File: src/rtl/mult_share_arb_if.sv
// Request, response and shared-multiplier signals between the arbiter
// and its environment. The slave modport is the arbiter's view.
interface mult_share_arb_if #(
    parameter int WIDTH = 4
);
    logic               req0_valid;
    logic [WIDTH-1:0]   req0_a;
    logic [WIDTH-1:0]   req0_b;
    logic               req0_ready;

    logic               req1_valid;
    logic [WIDTH-1:0]   req1_a;
    logic [WIDTH-1:0]   req1_b;
    logic               req1_ready;

    logic [WIDTH-1:0]   mul_x;
    logic [WIDTH-1:0]   mul_y;
    logic [2*WIDTH-1:0] mul_p;

    logic               resp_valid;
    logic               resp_ready;
    logic               resp_id;
    logic [2*WIDTH-1:0] resp_p;

    modport slave (
        input  req0_valid, req0_a, req0_b,
        output req0_ready,
        input  req1_valid, req1_a, req1_b,
        output req1_ready,
        output mul_x, mul_y,
        input  mul_p,
        output resp_valid, resp_id, resp_p,
        input  resp_ready
    );

    modport master (
        output req0_valid, req0_a, req0_b,
        input  req0_ready,
        output req1_valid, req1_a, req1_b,
        input  req1_ready,
        input  mul_x, mul_y,
        output mul_p,
        input  resp_valid, resp_id, resp_p,
        output resp_ready
    );
endinterface

File: src/rtl/mult_share_arb.sv
// Round-robin time-sharing of one combinational multiplier between two
// requesters: IDLE grants and registers operands, MUL lets the product
// settle, RESP holds the captured product until the consumer takes it.
module mult_share_arb #(
    parameter int WIDTH = 4,
    parameter int CNT_W = 8
) (
    input  logic             clk,
    input  logic             rst_n,
    mult_share_arb_if.slave  bus,
    output logic             busy,
    output logic [CNT_W-1:0] op_count
);

    typedef enum logic [1:0] {
        IDLE = 2'd0,
        MUL  = 2'd1,
        RESP = 2'd2
    } state_t;

    state_t             state_q, state_d;
    logic               ptr_q, ptr_d;
    logic [WIDTH-1:0]   mul_x_q, mul_x_d;
    logic [WIDTH-1:0]   mul_y_q, mul_y_d;
    logic               resp_id_q, resp_id_d;
    logic [2*WIDTH-1:0] resp_p_q, resp_p_d;
    logic               resp_valid_q, resp_valid_d;
    logic [CNT_W-1:0]   cnt_q, cnt_d;

    logic               gnt_valid;
    logic               gnt_id;

    // State and datapath registers, cleared asynchronously so an in-flight result is dropped
    always_ff @(posedge clk or negedge rst_n) begin
        if (!rst_n) begin
            state_q      <= IDLE;
            ptr_q        <= 1'b0;
            mul_x_q      <= '0;
            mul_y_q      <= '0;
            resp_id_q    <= 1'b0;
            resp_p_q     <= '0;
            resp_valid_q <= 1'b0;
            cnt_q        <= '0;
        end else begin
            state_q      <= state_d;
            ptr_q        <= ptr_d;
            mul_x_q      <= mul_x_d;
            mul_y_q      <= mul_y_d;
            resp_id_q    <= resp_id_d;
            resp_p_q     <= resp_p_d;
            resp_valid_q <= resp_valid_d;
            cnt_q        <= cnt_d;
        end
    end

    // Grant selection: only in IDLE; the pointer breaks ties
    always_comb begin
        gnt_valid = 1'b0;
        gnt_id    = 1'b0;
        if (state_q == IDLE) begin
            if (bus.req0_valid && bus.req1_valid) begin
                gnt_valid = 1'b1;
                gnt_id    = ptr_q;
            end else if (bus.req0_valid) begin
                gnt_valid = 1'b1;
            end else if (bus.req1_valid) begin
                gnt_valid = 1'b1;
                gnt_id    = 1'b1;
            end
        end
    end

    // Next-state logic
    always_comb begin
        state_d = state_q;
        case (state_q)
            IDLE:    if (gnt_valid) state_d = MUL;
            MUL:     state_d = RESP;
            RESP:    if (bus.resp_ready) state_d = IDLE;
            default: state_d = IDLE;
        endcase
    end

    // Datapath next values: operands on acceptance, product on leaving MUL, count on handshake
    always_comb begin
        ptr_d        = ptr_q;
        mul_x_d      = mul_x_q;
        mul_y_d      = mul_y_q;
        resp_id_d    = resp_id_q;
        resp_p_d     = resp_p_q;
        resp_valid_d = resp_valid_q;
        cnt_d        = cnt_q;
        case (state_q)
            IDLE: begin
                if (gnt_valid) begin
                    mul_x_d   = gnt_id ? bus.req1_a : bus.req0_a;
                    mul_y_d   = gnt_id ? bus.req1_b : bus.req0_b;
                    resp_id_d = gnt_id;
                    ptr_d     = ~gnt_id;
                end
            end
            MUL: begin
                resp_p_d     = bus.mul_p;
                resp_valid_d = 1'b1;
            end
            RESP: begin
                if (bus.resp_ready) begin
                    resp_valid_d = 1'b0;
                    cnt_d        = cnt_q + 1'b1;
                end
            end
            default: ;
        endcase
    end

    // Output decode
    always_comb begin
        bus.req0_ready = gnt_valid && !gnt_id;
        bus.req1_ready = gnt_valid && gnt_id;
        bus.mul_x      = mul_x_q;
        bus.mul_y      = mul_y_q;
        bus.resp_valid = resp_valid_q;
        bus.resp_id    = resp_id_q;
        bus.resp_p     = resp_p_q;
        busy           = (state_q != IDLE);
        op_count       = cnt_q;
    end

endmodule

File: src/flat_wrapper.sv
// flat-port wrapper written by rule: the top's interface ports become plain ports
module mult_share_arb_flat 
#(
    parameter int WIDTH = 4,
    parameter int CNT_W = 8
)
  (clk, rst_n, busy, op_count, bus_req0_valid, bus_req0_a, bus_req0_b, bus_req0_ready, bus_req1_valid, bus_req1_a, bus_req1_b, bus_req1_ready, bus_mul_x, bus_mul_y, bus_mul_p, bus_resp_valid, bus_resp_id, bus_resp_p, bus_resp_ready);
  mult_share_arb_if #(.WIDTH(WIDTH)) bus_i ();
  input  logic clk;
  input  logic rst_n;
  output logic busy;
  output logic [CNT_W-1:0] op_count;
  input wire logic [$bits(bus_i.req0_valid)-1:0] bus_req0_valid;
  input wire logic [$bits(bus_i.req0_a)-1:0] bus_req0_a;
  input wire logic [$bits(bus_i.req0_b)-1:0] bus_req0_b;
  output wire logic [$bits(bus_i.req0_ready)-1:0] bus_req0_ready;
  input wire logic [$bits(bus_i.req1_valid)-1:0] bus_req1_valid;
  input wire logic [$bits(bus_i.req1_a)-1:0] bus_req1_a;
  input wire logic [$bits(bus_i.req1_b)-1:0] bus_req1_b;
  output wire logic [$bits(bus_i.req1_ready)-1:0] bus_req1_ready;
  output wire logic [$bits(bus_i.mul_x)-1:0] bus_mul_x;
  output wire logic [$bits(bus_i.mul_y)-1:0] bus_mul_y;
  input wire logic [$bits(bus_i.mul_p)-1:0] bus_mul_p;
  output wire logic [$bits(bus_i.resp_valid)-1:0] bus_resp_valid;
  output wire logic [$bits(bus_i.resp_id)-1:0] bus_resp_id;
  output wire logic [$bits(bus_i.resp_p)-1:0] bus_resp_p;
  input wire logic [$bits(bus_i.resp_ready)-1:0] bus_resp_ready;
  assign bus_i.req0_valid = bus_req0_valid;
  assign bus_i.req0_a = bus_req0_a;
  assign bus_i.req0_b = bus_req0_b;
  assign bus_req0_ready = bus_i.req0_ready;
  assign bus_i.req1_valid = bus_req1_valid;
  assign bus_i.req1_a = bus_req1_a;
  assign bus_i.req1_b = bus_req1_b;
  assign bus_req1_ready = bus_i.req1_ready;
  assign bus_mul_x = bus_i.mul_x;
  assign bus_mul_y = bus_i.mul_y;
  assign bus_i.mul_p = bus_mul_p;
  assign bus_resp_valid = bus_i.resp_valid;
  assign bus_resp_id = bus_i.resp_id;
  assign bus_resp_p = bus_i.resp_p;
  assign bus_i.resp_ready = bus_resp_ready;
  mult_share_arb #(.WIDTH(WIDTH), .CNT_W(CNT_W)) u_core (.clk(clk), .rst_n(rst_n), .bus(bus_i), .busy(busy), .op_count(op_count));
endmodule
File: config.mk
export PLATFORM = sky130hd
export DESIGN_NAME = mult_share_arb_flat
export DESIGN_NICKNAME = d
export VERILOG_FILES = /design/src/rtl/mult_share_arb_if.sv /design/src/rtl/mult_share_arb.sv /design/src/flat_wrapper.sv
export SDC_FILE = /design/constraint.sdc
export NUM_CORES = 1
export LEC_CHECK = 0
export ABC_CLOCK_PERIOD_IN_PS = 3000
export CAP_MARGIN = 25
export CORE_MARGIN = 10
export CORE_UTILIZATION = 25
export CTS_CLUSTER_SIZE = 20
export DETAILED_ROUTE_END_ITERATION = 8
export PLACE_DENSITY = 0.62
export SETUP_SLACK_MARGIN = 0.5
export SYNTH_ARGS = -nofsm -noshare
export SYNTH_HDL_FRONTEND = slang
export SYNTH_SLANG_ARGS = --single-unit
export TNS_END_PERCENT = 50
File: constraint.sdc
create_clock -name clk -period 3 [get_ports clk]
set_clock_uncertainty 0.15 [all_clocks]
set_input_delay 0.9 -clock clk [delete_from_list [all_inputs] [get_ports clk]]
set_output_delay 0.9 -clock clk [all_outputs]
set_load 0.01 [all_outputs]
==> metrics.csv <==
metric;value;unit
status;completed;
tightestPinTransition;0.384;ns
first_pass_iters;3;
r2r-end;u_core.bus.mul_y[2];
htree_levels;2;
ff2ff_path_depth;10;
fin_crit_sh;81.2;%
layout_commonest_cell;clkdlybuf4s50_1;
cts_buffers;5;
via_count;1042;
cp-end-kind;primary output;
wire_per_inst;15.6;µm
startpoint;bus_req1_valid;
worst_setup_path_start_kind;primary input;
cts.path.max_buffers;2;
peakVddDrop;0.000431;V
synth_seq_cells;29;
core;0.00475;mm²
max_cap_violations;0;
final_cell_mix;52 x clkdlybuf4s50_1, 28 x dfrtp_1, 15 x buf_4;
worstReg2RegStart;u_core.ptr_q;
ys_seq_area_share;58.7;%
grt_max_degree;30;
slew_violations;0;
setup_viol;0;
ant_nets;0;
p_leak;0.916;nW
cellPowerDensity;951;mW/mm²
multi_input_area;489;µm²
gp_congestion;0.677;
yosys_warnings;0;
synthArstFlopShare;100;%
cts_sinks;29;
totalPowerFinal;1.97;mW
drc;0;
ios;58;
grt_overflow;0;
fmax;410;MHz
wl;3670;µm
root_buffer;clkbuf_8;
synth_top_area_share;58.7;%
rows;25;
rsz0062_at_grt;no;
synth_area_leaders;dfrtp_1 59%, mux2_2 8.2%, a221o_1 6.5%;
yosysTopAreaCell;dfrtp_1;
finalNonFillerCells;236;
synthToLayoutAreaGrowth;67.6;%
hold_ws;0.316;ns
viasPerCell;4.42;
timing.final.crit_period;2.44;ns
rrSetupSlack;0.90;ns
cts_tree;yes;
fillCellCount;458;
synth_edf_count;0;
max-slew-margin-rel;74.3;%
mappedNetlistArea;0.00124;mm²
dpl.hpwl;2760;µm
seq_area;727;µm²
synth_top_flop_cell;dfrtp_1;
start_util;26.0;%
antenna_cells;0;
synth_nets;125;
antenna_found_initial;0;
final_nets;199;
ys_types;26;
clk_pin_slew;0.05;ns
avgSynthCellArea;13.0;µm²
grtUsageTotal;9.36;%
path_class;primary input to primary output;
post-route-util;43.6;%
hold_viol;0;
grt_pass1_wl;6100;µm
worst-endpoint-required;1.95;ns
drive_gt1_share;23.7;%
io_buffer_count;57;
clk_latency;0.28;ns
first_iter_violations;29;
tns;0;ns
synth_cells;95;
die_height;90.3;µm
arrival;1.39;ns
cts_hold_buf;0;
crit_end;bus_req0_ready;
dp_cells;220;
fp.dieW;90.3;µm
worst-path-max-fanout;3;
dieArea;0.00816;mm²
grt_pass1_vias;1250;
hold_class;flip-flop to flip-flop;
-- critical path: stages --
cell and delay, ns:
clkbuf_2 0.12, nand2_2 0.07, and3_4 0.19, buf_6 0.11
-- synthesized netlist by cell type, types with 2 or more instances --
library cell,instances
mux2_2,9
xnor2_1,3
nor3_1,2
a21oi_1,2
a21o_1,2
dfrtp_1,29
buf_2,3
and4_1,8
inv_1,3
xor2_1,4
nand3_1,3
and3_1,3
nand2_1,3
nor2_1,2
a221o_1,8
-- per-layer routing --
metal | wire length (µm) | vias up | part of all wire [%] | GRT usage (%)
met1 | 1480 | 490 | 40 | 8.93
met5 | 0 | - | 0 | 0
met3 | 468 | 6 | 13 | 7.15
met4 | 40 | 0 | 1.1 | 2.79
met2 | 1690 | 47 | 46 | 15.4
li1 | - | 499 | - | -
-- sequential cells by signal (all words and copies together) (netlist names) --
signal,count
u_core.bus.mul_y,4
u_core.bus.resp_id,1
u_core.bus.mul_x,4
u_core.ptr_q,1
u_core.bus.resp_valid,1
u_core.op_count,8
u_core.bus.resp_p,8
u_core.state_q,2
-- report_power, final --
group	internal (mW)	total (mW)	switching, mW
Sequential	0.565	0.692	0.128
Combinational	0.583	0.962	0.379
Clock	0.181	0.315	0.134
Total	1.33	1.97	0.641
-- timing repair --
action | CTS | global route
setup endpoints to repair | 3 | 10
gates resized for setup | 20 | 3
cloned | 0 | 0
hold endpoints to repair | 0 | 0
buffers inserted | 9 | 0
-- through the flow --
| step | instance area [µm²] | setup WS (ns) |
|---|---|---|
| floorplan | 1240 | 0.701 |
| global placement | 1910 | -0.195 |
| detailed placement | 1910 | -0.216 |
| CTS | 2080 | 0.457 |
| global route | 2070 | 0.542 |
| finish | 2070 | 0.563 |
-- layout make-up --
| type | count | area share (%) |
|---|---|---|
| sequential | 29 | 35.1 |
| timing repair buffer | 72 | 32.5 |
| multi-input combinational | 58 | 23.6 |
| clock buffer | 7 | 4.17 |
| tap | 67 | 4.05 |
| inverter | 3 | 0.543 |
-- cells by family after synthesis --
| logic type | after synthesis | synth area share, % |
|---|---|---|
| buffers and inverters | 8 | 3.34 |
| xor gates and xnor gates | 7 | 4.96 |
| and+or+nand+nor | 28 | 14.9 |
| AOI/OAI and AO/OA | 13 | 8.91 |
| muxes | 9 | 8.20 |
| adders and majority gates | 1 | 1.01 |
| DFF | 29 | 58.7 |
-- worst min path at each step --
stage / from / to / slack, ns / cells after the start
finish: u_core.op_count[7] / u_core.op_count[7] / 0.32 / 1
global route: u_core.op_count[7] / u_core.op_count[7] / 0.33 / 1
CTS: u_core.op_count[7] / u_core.op_count[7] / 0.33 / 1
detailed placement: u_core.op_count[7] / u_core.op_count[7] / 0.32 / 1
global placement: u_core.op_count[7] / u_core.op_count[7] / 0.31 / 1
floorplan: u_core.ptr_q / u_core.ptr_q / 0.31 / 1
Power figures use the tool's default switching activity.
